$ cat src/rtl/uart_echo_ctrl.sv
// rtl/uart_echo_ctrl.sv - UART echo/response sequencer with receive FIFO and paced reply framing
//
// Ports:
//   Uart_CLK      in   UART bit-rate clock
//   Sys_RST       in   asynchronous active-low reset
//   Rx_Data       in   received byte, valid at the Rx_Rdsig falling edge
//   Rx_Rdsig      in   receiver data-valid level; byte complete on its falling edge
//   Rx_DataError  in   receiver parity error flag
//   Rx_FrameError in   receiver stop-bit error flag
//   Tx_Idle       in   transmitter ready for a new byte
//   Tx_Data       out  byte presented to the transmitter, held between strobes
//   Tx_Wrsig      out  one-cycle write strobe to the transmitter
//   Fifo_Count    out  receive FIFO occupancy
//   Overflow      out  sticky: a received byte was dropped on a full FIFO
//   Busy          out  a reply frame is in progress

module uart_echo_ctrl #(
  parameter int FIFO_DEPTH = 8,
  parameter int GAP_CYCLES = 254,
  parameter int HEX_MODE   = 0,
  parameter int CRLF       = 0
) (
  input  logic                          Uart_CLK,
  input  logic                          Sys_RST,
  input  logic [7:0]                    Rx_Data,
  input  logic                          Rx_Rdsig,
  input  logic                          Rx_DataError,
  input  logic                          Rx_FrameError,
  input  logic                          Tx_Idle,
  output logic [7:0]                    Tx_Data,
  output logic                          Tx_Wrsig,
  output logic [$clog2(FIFO_DEPTH):0]   Fifo_Count,
  output logic                          Overflow,
  output logic                          Busy
);

  localparam int AW = $clog2(FIFO_DEPTH);
  localparam int CW = AW + 1;
  localparam logic [CW-1:0] FULL_CNT = CW'(FIFO_DEPTH);
  localparam logic [7:0]    GAP_MAX  = 8'(GAP_CYCLES - 1);
  localparam bit            HEX      = (HEX_MODE != 0);
  localparam bit            USE_LF   = (CRLF != 0);

  localparam logic [2:0] S_IDLE   = 3'd0;
  localparam logic [2:0] S_PREFIX = 3'd1;
  localparam logic [2:0] S_DATA   = 3'd2;
  localparam logic [2:0] S_ERR    = 3'd3;
  localparam logic [2:0] S_CR     = 3'd4;
  localparam logic [2:0] S_LF     = 3'd5;

  function automatic logic [7:0] prefix_char(input logic [2:0] i);
    case (i)
      3'd0:    prefix_char = 8'h52;
      3'd1:    prefix_char = 8'h65;
      3'd2:    prefix_char = 8'h74;
      3'd3:    prefix_char = 8'h75;
      3'd4:    prefix_char = 8'h72;
      3'd5:    prefix_char = 8'h6E;
      3'd6:    prefix_char = 8'h3A;
      default: prefix_char = 8'h20;
    endcase
  endfunction

  function automatic logic [7:0] err_char(input logic [2:0] i);
    case (i)
      3'd0:    err_char = 8'h45;
      3'd1:    err_char = 8'h72;
      3'd2:    err_char = 8'h72;
      3'd3:    err_char = 8'h6F;
      3'd4:    err_char = 8'h72;
      default: err_char = 8'h21;
    endcase
  endfunction

  function automatic logic [7:0] hex_char(input logic [3:0] n);
    hex_char = (n < 4'd10) ? (8'h30 + {4'h0, n}) : (8'h37 + {4'h0, n});
  endfunction

  logic          rdsig_q;
  logic [8:0]    mem [FIFO_DEPTH];
  logic [AW-1:0] wr_ptr_q, rd_ptr_q;
  logic [CW-1:0] count_q, count_d;
  logic          ovf_q;
  logic [7:0]    gap_q;
  logic [2:0]    state_q, state_d;
  logic [2:0]    idx_q, idx_d;
  logic [7:0]    frame_q, frame_d;
  logic [7:0]    txd_q, char_d;
  logic          wrsig_q, emit;

  logic       push, pop, push_ok, fifo_full, fifo_empty, can_emit;
  logic [8:0] head;

  assign push       = rdsig_q & ~Rx_Rdsig;
  assign fifo_full  = (count_q == FULL_CNT);
  assign fifo_empty = (count_q == '0);
  assign pop        = (state_q == S_IDLE) & ~fifo_empty;
  // A simultaneous pop frees the slot the push needs, so a full FIFO still accepts.
  assign push_ok    = push & (~fifo_full | pop);
  assign head       = mem[rd_ptr_q];
  assign can_emit   = (gap_q == GAP_MAX) & Tx_Idle;

  always_comb begin
    count_d = count_q;
    case ({push_ok, pop})
      2'b10:   count_d = count_q + CW'(1);
      2'b01:   count_d = count_q - CW'(1);
      default: count_d = count_q;
    endcase
  end

  // The error bit only selects the reply branch; the frame register keeps the data byte.
  always_comb begin
    state_d = state_q;
    idx_d   = idx_q;
    frame_d = frame_q;
    emit    = 1'b0;
    char_d  = 8'h00;
    case (state_q)
      S_IDLE: begin
        if (!fifo_empty) begin
          frame_d = head[7:0];
          idx_d   = 3'd0;
          state_d = head[8] ? S_ERR : S_PREFIX;
        end
      end
      S_PREFIX: begin
        char_d = prefix_char(idx_q);
        if (can_emit) begin
          emit = 1'b1;
          if (idx_q == 3'd7) begin
            state_d = S_DATA;
            idx_d   = 3'd0;
          end else begin
            idx_d = idx_q + 3'd1;
          end
        end
      end
      S_DATA: begin
        if (HEX) char_d = idx_q[0] ? hex_char(frame_q[3:0]) : hex_char(frame_q[7:4]);
        else     char_d = frame_q;
        if (can_emit) begin
          emit = 1'b1;
          if (!HEX || idx_q[0]) state_d = S_CR;
          else                  idx_d   = idx_q + 3'd1;
        end
      end
      S_ERR: begin
        char_d = err_char(idx_q);
        if (can_emit) begin
          emit = 1'b1;
          if (idx_q == 3'd5) state_d = S_CR;
          else               idx_d   = idx_q + 3'd1;
        end
      end
      S_CR: begin
        char_d = 8'h0D;
        if (can_emit) begin
          emit    = 1'b1;
          state_d = USE_LF ? S_LF : S_IDLE;
        end
      end
      S_LF: begin
        char_d = 8'h0A;
        if (can_emit) begin
          emit    = 1'b1;
          state_d = S_IDLE;
        end
      end
      default: state_d = S_IDLE;
    endcase
  end

  // Contents need no reset: emptiness is tracked by pointers and count alone.
  always_ff @(posedge Uart_CLK) begin
    if (push_ok) mem[wr_ptr_q] <= {Rx_DataError | Rx_FrameError, Rx_Data};
  end

  always_ff @(posedge Uart_CLK or negedge Sys_RST) begin
    if (!Sys_RST) begin
      rdsig_q  <= 1'b0;
      wr_ptr_q <= '0;
      rd_ptr_q <= '0;
      count_q  <= '0;
      ovf_q    <= 1'b0;
      gap_q    <= GAP_MAX;
      state_q  <= S_IDLE;
      idx_q    <= 3'd0;
      frame_q  <= 8'h00;
      txd_q    <= 8'h00;
      wrsig_q  <= 1'b0;
    end else begin
      rdsig_q <= Rx_Rdsig;
      if (push_ok) wr_ptr_q <= wr_ptr_q + AW'(1);
      if (pop)     rd_ptr_q <= rd_ptr_q + AW'(1);
      count_q <= count_d;
      if (push && fifo_full && !pop) ovf_q <= 1'b1;
      // Cleared on the same edge that raises Tx_Wrsig, so strobes are GAP_CYCLES apart.
      if (emit)                  gap_q <= 8'h00;
      else if (gap_q != GAP_MAX) gap_q <= gap_q + 8'd1;
      if (emit) txd_q <= char_d;
      wrsig_q <= emit;
      state_q <= state_d;
      idx_q   <= idx_d;
      frame_q <= frame_d;
    end
  end

  assign Tx_Data    = txd_q;
  assign Tx_Wrsig   = wrsig_q;
  assign Fifo_Count = count_q;
  assign Overflow   = ovf_q;
  assign Busy       = (state_q != S_IDLE);

endmodule

$ cat config.mk
export PLATFORM = sky130hd
export DESIGN_NAME = uart_echo_ctrl
export DESIGN_NICKNAME = d
export VERILOG_FILES = /design/src/rtl/uart_echo_ctrl.sv
export SDC_FILE = /design/constraint.sdc
export NUM_CORES = 1
export LEC_CHECK = 0
export ABC_AREA = 1
export CAP_MARGIN = 20
export CELL_PAD_IN_SITES_DETAIL_PLACEMENT = 2
export CELL_PAD_IN_SITES_GLOBAL_PLACEMENT = 2
export CORE_MARGIN = 4
export CORE_UTILIZATION = 30
export CTS_CLUSTER_SIZE = 10
export DETAILED_ROUTE_END_ITERATION = 8
export PLACE_DENSITY_LB_ADDON = 0.1
export SYNTH_ARGS = -nofsm -noshare
export SYNTH_HDL_FRONTEND = slang
export SYNTH_SLANG_ARGS = --single-unit
$ cat constraint.sdc
create_clock -name Uart_CLK -period 6.1 [get_ports Uart_CLK]
set_input_delay 0.61 -clock Uart_CLK [delete_from_list [all_inputs] [get_ports Uart_CLK]]
set_output_delay 0.61 -clock Uart_CLK [all_outputs]
set_load 0.05 [all_outputs]
* After elaboration in Yosys (flattened, before gate mapping) *
Memory sizes are Yosys's and may differ from the RTL's.
Index checks and enable logic that the tools add are counted.

word-level totals
  flip-flop bits (word level) = 43
  RAM bits = 72
  bits of input ports = 14
  output and inout bits = 15
  word-level logic and storage cells = 93
  memories = 1

memories
  memory  depth  width  read ports  clocked after memory_dff  write ports  line  RTL
  mem     8      9      1           0                         1            80    logic [8:0] mem [FIFO_DEPTH];

cells by class
  add/sub/neg operators = 6
  equal/unequal tests = 25
  muxes and demuxes = 25
  bitwise operators = 9
  reduce and logical (&&, ||, !) cells = 16

operators with widths
  operator             number
  $pmux 7 s7           1
  $pmux 8 s5           1
  $mux 3               12
  $pmux 7 s3           1
  $eq 3x3->1 const B   6
  $mux 8               2
  $pmux 3 s5           1
  $ne 2x2->1 const B   7
  $eq 3x2->1 const B   4
  $add 3x1->3 const B  3
  $pmux 3 s3           1
  $add 8x1->8 const B  1
  $eq 8x8->1 const B   1
  $ne 8x8->1 const B   1
  $pmux 4 s2           1
  $reduce_and 7->1     1
  $eq 3x1->1 const B   2
  $logic_not 3->1      2
  $reduce_bool 3->1    2
  $reduce_and 5->1     1
  $reduce_or 5->1      1
  $add 4x1->4 const B  1
  $and 1x1->1          4
  $eq 4x4->1 const B   1
  15 further kinds     23

* Depth between registers and ports, before layout *
Gate-level depths: netlist of run 1.

  depth in word-level cells = 7
  mapped depth = 14
  gate-level depth less buffers = 14

* Worst setup path after synthesis of run 1 *
OpenSTA, ideal clock, no wires.

  kind = reg2reg
  from = reg count_q[0], in the netlist Fifo_Count[0]
  to = mem mem[0][0], enable pin
  library setup time = 0.387 ns
  data arrival time = 1.979 ns
  data required time = 5.713 ns
  path slack = 3.734 ns
  stages on the path, launching flop included = 8
  buffers on the path = 1
  clock period less this slack = 2.366 ns
  cell sequence = dfrtp_1 inv_1 nand2_1 nor2_1 nand2_1 nand2_1 buf_4 nor3_1

between the ends
  longest elaborated chain between the ends = 7
  elaborated cells between the ends (all ways) = 9
  those cells by class = eq/ne (1); mux (2); bitwise (5); reduce/logical (1)

ends and longest elaborated chain
  element                         line  RTL
  start: declaration              82    logic [CW-1:0] count_q, count_d;
  start signal: assignment        196   count_q <= count_d;
  $logic_not 4->1                 96    assign fifo_empty = (count_q == '0);
  $not 1->1 (no line)             -
  $and 1x1->1                     97    assign pop = (state_q == S_IDLE) & ~fifo_empty;
  $or 1x1->1 *                    99    assign push_ok = push & (~fifo_full | pop);
  $and 1x1->1 *                   99
  $mux 1 *                        176   if (push_ok) mem[wr_ptr_q] <= {Rx_DataError | Rx_FrameError, Rx_Data};
  $mux 1 (not written as such) *  176
  end: declaration                80

Every way passes the cells marked *; elsewhere a longest branch is shown, timed or not.

* Worst setup path after layout of run 1 *
  from = reg state_q[1]
  to = out Busy

between the ends
  longest elaborated chain between the ends = 1

ends and longest elaborated chain
  element                   line  RTL
  start: declaration        85    logic [2:0] state_q, state_d;
  start signal: assignment  203   state_q <= state_d;
  $reduce_bool 3->1         213   assign Busy = (state_q != S_IDLE);
  end: declaration          34    output logic Busy

Every way passes these cells.

==> impl_metrics.py, run 1 <==
metrics = {
    "global_routing": {
        "antenna_found_initial": 0,
        "track_usage": 0.158,
        "grt_max_degree": 44,
        "grt_pass1_vias": 4161,
        "grt_pass1_wl_mm": 23.5,
        "gr-total-overflow": 0,
    },
    "worst_setup_path": {
        "endpoint_kind": "output port",
        "rr_startpoint": "state_q[1]",
        "reg2regPathDepth": 5,
        "crit_type": "reg2out",
        "crit_path_start": "state_q[1]",
        "start_kind": "flip-flop",
        "required_ns": 5.49,
        "critical_path.max_fanout": 11,
        "cp_data_arrival_time_ns": 2.15,
    },
    "pwr": {
        "vdd_drop_max_mv": 0.223,
        "power.density_mw_per_mm2": 421,
        "leakage_nw": 2.60,
    },
    "place": {
        "hpwlAfterDp_mm": 10.6,
        "dpl_cell_area_mm2": 0.00577,
        "dp_slack_ns": 2.70,
        "port_buffers": 28,
        "dp.cells": 762,
        "gp_congestion": 0.794,
    },
    "die": {
        "start_util": 0.306,
        "dieArea_mm2": 0.0198,
        "coreArea_mm2": 0.0172,
        "die_x_um": 141,
        "row_count": 48,
        "dieHeight_um": 141,
        "io_pins": 29,
    },
    "route": {
        "drtAntennaViolNets": 0,
        "vias_per_cell": 4.79,
        "routedWlPerCell_um": 18.9,
        "wl_mm": 15.1,
        "initialDrtViolationCount": 128,
        "drc": 0,
        "vias": 3820,
        "dr.pass1.iters": 4,
    },
    "finish": {
        "stdcell_area_mm2": 0.00641,
        "drive_above_1_share": 0.117,
        "syn2layout_area_growth_pct": 21.6,
        "ff_latch_area_mm2": 0.00325,
        "multiInputGateArea_mm2": 0.00176,
        "n_antenna_cell": 0,
        "fillers": 1876,
        "instances_no_fill": 798,
        "finalNetCount": 588,
    },
    "hold_path": {
        "hold_path_class": "in2async",
    },
    "yosys": {
        "synth_top_area_frac": 0.410,
        "yosys-top-cells-area": "edfxtp_1, dfrtp_1, nand2_1",
        "ys_ff_latch": 115,
        "seq_area_frac_synth": 0.616,
        "synth_cells": 520,
        "yosys.cell_types.count": 36,
        "synth.avg_cell_area_um2": 10.1,
        "netlist_area_mm2": 0.00527,
        "synthesis.nets": 548,
        "synth_area_leader_cell": "edfxtp_1",
        "yosys_warnings": 0,
    },
    "timing": {
        "min_period_ns": 2.76,
        "timing.final.crit_share": 0.452,
        "final-setup-viol-count": 0,
        "max_freq_mhz": 363,
        "finalHoldWorstSlack_ns": 0.279,
        "fin_skew_ns": 0.00947,
        "setup_ws_ns": 3.34,
        "hold_viol_final": 0,
        "worst_pin_slew_ns": 0.790,
        "slew-limit-headroom": 0.471,
        "rsz0062_at_grt": "false",
        "tns_ns": 0,
        "slew_viol_final": 0,
    },
    "clocking": {
        "cts_hold_buf": 0,
        "cts_buffer_depth": 2,
        "h-tree-depth": 4,
        "clk_pin_slew_worst_paths_ns": 0.06,
        "cts_resized": 0,
        "post_cts_buffers": 0,
        "cts_sinks": 115,
        "clock_latency_ns": 0.42,
        "numCtsBuffers": 17,
        "cts_tree": "done",
        "cts-root-buf": "clkbuf_16",
    },
    "job": {
        "drv_cap": 0,
    },
    "outcome": {
        "status": "complete, no violations",
    },
}
==> flip-flops by register name (all words and copies together) (netlist names) <==
name,count
mem,72
Tx_Data,8
frame_q,8
gap_q,8
Fifo_Count,4
idx_q,3
rd_ptr_q,3
state_q,3
wr_ptr_q,3
Overflow,1
Tx_Wrsig,1
rdsig_q,1
==> metal layers <==
layer | wire length [µm] | GRT usage | share of wire
met3 | 485 | 0.0390 | 0.032
met1 | 6400 | 0.187 | 0.42
met2 | 8120 | 0.289 | 0.54
met5 | 0 | 0 | 0
met4 | 110 | 0.0382 | 0.0073
==> cells in the final DEF (no fill, tap or decap), drive strengths merged <==
cell type / count
a31o: 1
xnor2: 1
nand4: 2
dfstp: 7
clkbuf: 21
o22a: 1
o211ai: 19
dfrtp: 36
nor3: 11
bufinv: 3
clkinv: 9
clkinvlp: 1
inv: 45
clkdlybuf4s50: 27
nand3: 36
nand2: 116
o22ai: 1
ha: 13
buf: 9
or2: 1
o21ai: 50
fa: 1
a21oi: 11
nand3b: 1
edfxtp: 72
nor2: 69
xor2: 9
==> metrics by stage <==
step	total power, mW	utilization
5_1_grt	2.86	0.372
6_report	2.70	0.372
3_5_place_dp	1.70	0.335
3_3_place_gp	1.68	0.335
2_1_floorplan	1.46	-
4_1_cts	2.73	0.370
==> where the power goes <==
| part | total [mW] | internal (mW) | switching (mW) |
|---|---|---|---|
| clock | 1.03 | 0.648 | 0.377 |
| sequential | 1.05 | 0.965 | 0.0885 |
| combinational | 0.621 | 0.211 | 0.410 |
==> final cells by class <==
class,count,area share
Clock buffer,19,0.0675
Clock inverter,13,0.0275
Inverter,45,0.0267
Multi-Input combinational cell,343,0.275
Sequential cell,115,0.506
Tap cell,225,0.0439
Timing Repair Buffer,38,0.0535
==> worst paths after layout <==
check	to	slack (ns)
worst max-delay path	Busy	3.34
worst min-delay path	idx_q[2]	0.28
worst max register to register	mem[7][7]	3.65
worst min register to register	Tx_Data[0]	0.48
max in group asynchronous	Tx_Data[5]	5.39
min in group Uart_CLK	Tx_Data[0]	0.48
==> synth_stat cells <==
| library cell | count |
|---|---|
| nand3b_1 | 1 |
| nand3_2 | 2 |
| o21ai_0 | 42 |
| ha_1 | 13 |
| o21ai_2 | 1 |
| buf_4 | 4 |
| o22a_1 | 1 |
| dfstp_2 | 7 |
| clkbuf_1 | 3 |
| clkinv_1 | 2 |
| inv_2 | 4 |
| buf_6 | 1 |
| nand2_4 | 1 |
| xor2_1 | 9 |
| nor3_1 | 11 |
| nand3_1 | 33 |
| inv_4 | 1 |
| buf_2 | 9 |
| or2_2 | 1 |
| xnor2_1 | 1 |
| nand4_1 | 2 |
| edfxtp_1 | 72 |
| a31o_2 | 1 |
| o22ai_1 | 1 |
| nand2_2 | 2 |
| fa_1 | 1 |
| nor2_2 | 2 |
| o21ai_1 | 7 |
| dfrtp_1 | 36 |
| nor2_1 | 65 |
| nand2_1 | 113 |
| o211ai_1 | 19 |
| a21oi_1 | 11 |
| inv_1 | 38 |
| nor2_4 | 2 |
| nand3_4 | 1 |
==> critical path, cell delays in order, from the launching register on <==
cell and delay, ns:
dfrtp_1 0.60, inv_1 0.18, nand3_4 0.12, clkdlybuf4s50_1 0.82
==> cells by family after synthesis <==
logic type                 after synthesis  synth area share
and+or+nand+nor                        236             0.192
adders and majority gates               14            0.0346
buffers and inverters                   62            0.0510
xor gates and xnor gates                10            0.0166
DFF                                    115             0.616
AOI/OAI and AO/OA                       83            0.0902
No activity file was read; power rests on OpenSTA's default activity.
==> run 2, diff against run 1 <==
==> constraint.sdc (replaced) <==
create_clock -name Uart_CLK -period 2.7 [get_ports Uart_CLK]
set_input_delay 0.27 -clock Uart_CLK [delete_from_list [all_inputs] [get_ports Uart_CLK]]
set_output_delay 0.27 -clock Uart_CLK [all_outputs]
set_load 0.05 [all_outputs]
==> impl_metrics.py, run 2 (synthesis results as in run 1) <==
metrics = {
    "outcome": {
        "status": "complete, no violations",
    },
    "global_routing": {
        "grt_pass1_wl_mm": 23.7,
        "gr-total-overflow": 0,
        "grt_pass1_vias": 4352,
        "track_usage": 0.155,
        "antenna_found_initial": 0,
        "grt_max_degree": 41,
    },
    "route": {
        "vias": 3848,
        "wl_met2_mm": 7.14,
        "met3_length_um": 358,
        "wl_mm": 14.1,
        "vias_per_cell": 4.79,
        "met1_length_mm": 6.48,
        "drc": 0,
        "dr.pass1.iters": 5,
        "drtAntennaViolNets": 0,
        "routedWlPerCell_um": 17.5,
        "top_layer_used": "met4",
        "initialDrtViolationCount": 141,
    },
    "die": {
        "io_pins": 29,
        "start_util": 0.306,
        "die_x_um": 141,
        "dieHeight_um": 141,
        "row_count": 48,
        "coreArea_mm2": 0.0172,
        "dieArea_mm2": 0.0198,
    },
    "timing": {
        "setup_ws_ns": 0.286,
        "min_period_ns": 2.41,
        "hold_viol_final": 0,
        "rsz0062_at_grt": "false",
        "slew-limit-headroom": 0.583,
        "fin_skew_ns": 0.00768,
        "slew_viol_final": 0,
        "worst_pin_slew_ns": 0.624,
        "max_freq_mhz": 414,
        "timing.final.crit_share": 0.894,
        "final-setup-viol-count": 0,
        "tns_ns": 0,
    },
    "worst_setup_path": {
        "critical_path.max_fanout": 11,
        "endpoint_kind": "output port",
        "crit_slowest_cell": "clkdlybuf4s50_1",
        "slowest_delay_ns": 0.83,
        "crit_type": "reg2out",
        "path_cells": "inv_1 -> nand3_4 -> clkdlybuf4s50_1",
        "start_kind": "flip-flop",
        "required_ns": 2.43,
        "cp_data_arrival_time_ns": 2.14,
        "reg2regPathDepth": 14,
    },
    "finish": {
        "stdcell_area_mm2": 0.00652,
        "n_antenna_cell": 0,
        "final_common_cell": "nand2_1",
        "drive_above_1_share": 0.121,
        "mostFrequentLayoutCells": "nand2_1, edfxtp_1, nor2_1, o21ai_0, inv_1",
        "finalNetCount": 594,
        "largest_reg_flops": 72,
        "fillers": 1832,
        "top_register": "mem",
        "ff_latch_area_mm2": 0.00325,
        "syn2layout_area_growth_pct": 23.6,
        "multiInputGateArea_mm2": 0.00176,
    },
    "clocking": {
        "clock_latency_ns": 0.42,
        "h-tree-depth": 4,
        "numCtsBuffers": 17,
        "cts-root-buf": "clkbuf_16",
        "clk_pin_slew_worst_paths_ns": 0.06,
        "cts_tree": "done",
        "cts_sinks": 115,
        "cts_hold_buf": 0,
        "post_cts_buffers": 0,
        "cts_buffer_depth": 2,
        "cts_resized": 0,
    },
    "place": {
        "hpwlAfterDp_mm": 9.54,
        "port_buffers": 28,
        "dp_slack_ns": 0.388,
        "dpl_cell_area_mm2": 0.00585,
        "gp_congestion": 0.752,
    },
    "pwr": {
        "leakage_nw": 2.65,
        "power.density_mw_per_mm2": 957,
        "vdd_drop_max_mv": 0.533,
    },
    "job": {
        "drv_cap": 0,
    },
    "hold_path": {
        "hold_path_class": "in2async",
    },
}
-- run 2: report_power, final --
group / internal (mW) / switching [mW] / total, mW / leakage (nW)
combinational: 0.481 / 0.906 / 1.39 / 1.16
sequential: 2.18 / 0.189 / 2.37 / 1.18
clock: 1.64 / 0.843 / 2.48 / 0.309
-- run 2: cell type report --
type / instances / share of cell area
flip-flops and latches: 115 / 0.498
multi-input cells: 343 / 0.269
clock buffers: 19 / 0.0664
repair buffers: 44 / 0.0649
well taps: 225 / 0.0432
clock inverters: 13 / 0.0317
inverters: 45 / 0.0263
-- run 2: final timing paths --
check | start | slack (ns) | to
max in group asynchronous | Sys_RST | 1.82 | gap_q[7]
min reg2reg | Tx_Data[2] | 0.48 | Tx_Data[2]
min in group Uart_CLK | Rx_Rdsig | 0.33 | rdsig_q
min | Sys_RST | 0.31 | idx_q[1]
max | state_q[1] | 0.29 | Busy
max reg2reg | state_q[1] | 0.40 | Fifo_Count[3]
-- run 2: per-stage QoR --
step	util	hold slack [ns]	std cells	power [mW]
2_1_floorplan	-	-0.0256	520	3.31
3_3_place_gp	0.339	0.466	770	3.76
3_5_place_dp	0.339	0.476	770	3.81
4_1_cts	0.376	0.0490	802	6.35
5_1_grt	0.378	0.303	804	6.62
6_report	0.378	0.312	804	6.24
-- run 2: metal layers --
| metal | GRT usage | vias to the layer above |
|---|---|---|
| li1 | - | 1858 |
| met1 | 0.192 | 1933 |
| met2 | 0.268 | 48 |
| met3 | 0.0404 | 9 |
| met4 | 0.0459 | 0 |
| met5 | 0 | - |
-- run 2: critical path: cells and delay by family, from the launching register on --
kind	cells	cell delay, ns
simple gates	1	0.12
flops	1	0.59
buf+inv	2	1.01
==> run 3, diff against run 2 <==
--- a/config.mk
+++ b/config.mk
@@ -13,6 +13,7 @@
 export CORE_UTILIZATION = 30
 export CTS_CLUSTER_SIZE = 10
 export DETAILED_ROUTE_END_ITERATION = 8
+export GPL_TIMING_DRIVEN = 0
 export PLACE_DENSITY_LB_ADDON = 0.1
 export SYNTH_ARGS = -nofsm -noshare
 export SYNTH_HDL_FRONTEND = slang
==> impl_metrics.py, run 3 (synthesis results as in run 1) <==
metrics = {
    "route": {
        "drtAntennaViolNets": 0,
        "dr.pass1.iters": 4,
        "vias": 3891,
        "vias_per_cell": 4.79,
        "drc": 0,
        "wl_mm": 14.8,
        "initialDrtViolationCount": 157,
        "routedWlPerCell_um": 18.2,
    },
    "worst_setup_path": {
        "required_ns": 2.73,
        "critPathBufInv": 2,
        "endpoint_kind": "flip-flop",
        "crit_top_cell": "nand2_1",
        "start_kind": "flip-flop",
        "cp_data_arrival_time_ns": 2.41,
        "critical_path.max_fanout": 10,
        "slowest_delay_ns": 0.74,
        "path_cells": "inv_1 -> nand3_4 -> nand2_1 -> nand2_1 -> buf_4 -> nor3_2",
        "crit_type": "reg2reg",
        "crit_slowest_cell": "nor3_2",
        "critical_path.top_delay_family": "simple AND/OR/NAND/NOR gates",
    },
    "die": {
        "dieHeight_um": 141,
        "start_util": 0.306,
        "row_count": 48,
        "coreArea_mm2": 0.0172,
        "io_pins": 29,
        "dieArea_mm2": 0.0198,
        "die_x_um": 141,
    },
    "pwr": {
        "vdd_drop_max_mv": 0.493,
        "switchingPower_mw": 1.99,
        "power_mw": 5.93,
        "internal_power_mw": 3.94,
        "seqPwrFrac": 0.401,
        "comb_power_share": 0.240,
        "power.density_mw_per_mm2": 909,
        "clockPowerShare": 0.359,
        "swShare": 0.336,
        "leakage_nw": 2.63,
    },
    "finish": {
        "n_antenna_cell": 0,
        "mostFrequentLayoutCells": "nand2_1, edfxtp_1, nor2_1, o21ai_0, inv_1",
        "largest_reg_flops": 72,
        "top_register": "mem",
        "drive_above_1_share": 0.146,
        "multiInputGateArea_mm2": 0.00180,
        "final_common_cell": "nand2_1",
        "finalNetCount": 603,
        "syn2layout_area_growth_pct": 23.8,
        "finish.utilization": 0.379,
        "fillers": 1829,
        "ff_latch_area_mm2": 0.00325,
    },
    "clocking": {
        "h-tree-depth": 4,
        "numCtsBuffers": 17,
        "cts_buffer_depth": 2,
        "cts-root-buf": "clkbuf_16",
        "cts_resized": 0,
        "clock_latency_ns": 0.41,
        "clk_pin_slew_worst_paths_ns": 0.06,
        "cts_sinks": 115,
        "cts_tree": "done",
    },
    "timing": {
        "tns_ns": 0,
        "slew-limit-headroom": 0.346,
        "worst_pin_slew_ns": 0.976,
        "finalHoldWorstSlack_ns": 0.278,
        "hold_viol_final": 0,
        "timing.final.crit_share": 0.879,
        "min_period_ns": 2.37,
        "fin_skew_ns": 0.00631,
        "max_freq_mhz": 421,
        "rsz0062_at_grt": "false",
        "slew_viol_final": 0,
        "final-setup-viol-count": 0,
    },
    "place": {
        "hpwlAfterDp_mm": 10.5,
        "port_buffers": 28,
        "gp_congestion": 0.763,
    },
    "global_routing": {
        "grt_pass1_wl_mm": 24.0,
        "grt_max_degree": 35,
        "antenna_found_initial": 0,
        "track_usage": 0.158,
        "gr-total-overflow": 0,
        "grt_pass1_vias": 4343,
    },
    "hold_path": {
        "hold_path_class": "in2async",
    },
    "outcome": {
        "status": "complete, no violations",
    },
    "job": {
        "drv_cap": 0,
    },
}
==> run 3: stage by stage <==
stage	cells	setup WS, ns	instance area, µm²
2_1_floorplan	520	0.334	5270
3_3_place_gp	773	-0.548	5830
3_5_place_dp	780	0.113	5960
4_1_cts	813	0.293	6530
5_1_grt	813	0.161	6530
6_report	813	0.327	6530
==> run 3: path summary, 6_finish.rpt <==
check                      startpoint   endpoint  slack (ns)  cells past startpoint
setup / recovery           state_q[0]  mem[1][5]        0.33                      6
hold reg to reg              Overflow   Overflow        0.46                      1
max in group asynchronous     Sys_RST   gap_q[3]        1.87                      3
hold / removal                Sys_RST   Overflow        0.28                      2
setup reg to reg           state_q[0]  mem[1][5]        0.33                      6
min in group Uart_CLK        Rx_Rdsig    rdsig_q        0.33                      1
==> run 3: metal layers <==
layer | global-route usage | vias to the layer above | wire, µm
met5 | 0 | - | 0
met4 | 0.0444 | 0 | 163
met3 | 0.0349 | 13 | 352
met2 | 0.278 | 47 | 7650
met1 | 0.196 | 1949 | 6640
li1 | - | 1882 | -
==> run 3: final cells by class <==
class,count,area share
Sequential cell,115,0.498
Multi-Input combinational cell,343,0.275
Clock buffer,17,0.0652
Timing Repair Buffer,36,0.0571
Tap cell,225,0.0431
Inverter,45,0.0263
Clock inverter,15,0.0203
Buffer,17,0.0150
==> run 3: power groups by stage <==
stage / clock [mW] / sequential (mW) / combinational [mW]
after floorplan: 0 / 2.62 / 0.685
after global routing: 2.27 / 2.42 / 1.60
final: 2.13 / 2.38 / 1.42
after CTS: 2.19 / 2.38 / 1.46
after detailed placement: 0 / 2.41 / 1.45
after global placement: 0 / 2.39 / 1.34
==> run 3: repair_timing <==
action / CTS / global route
setup buffers: 0 / 0
hold buffers: 1 / 0
hold endpoints to repair: 9 / 0
endpoints found under the setup margin: 0 / 0
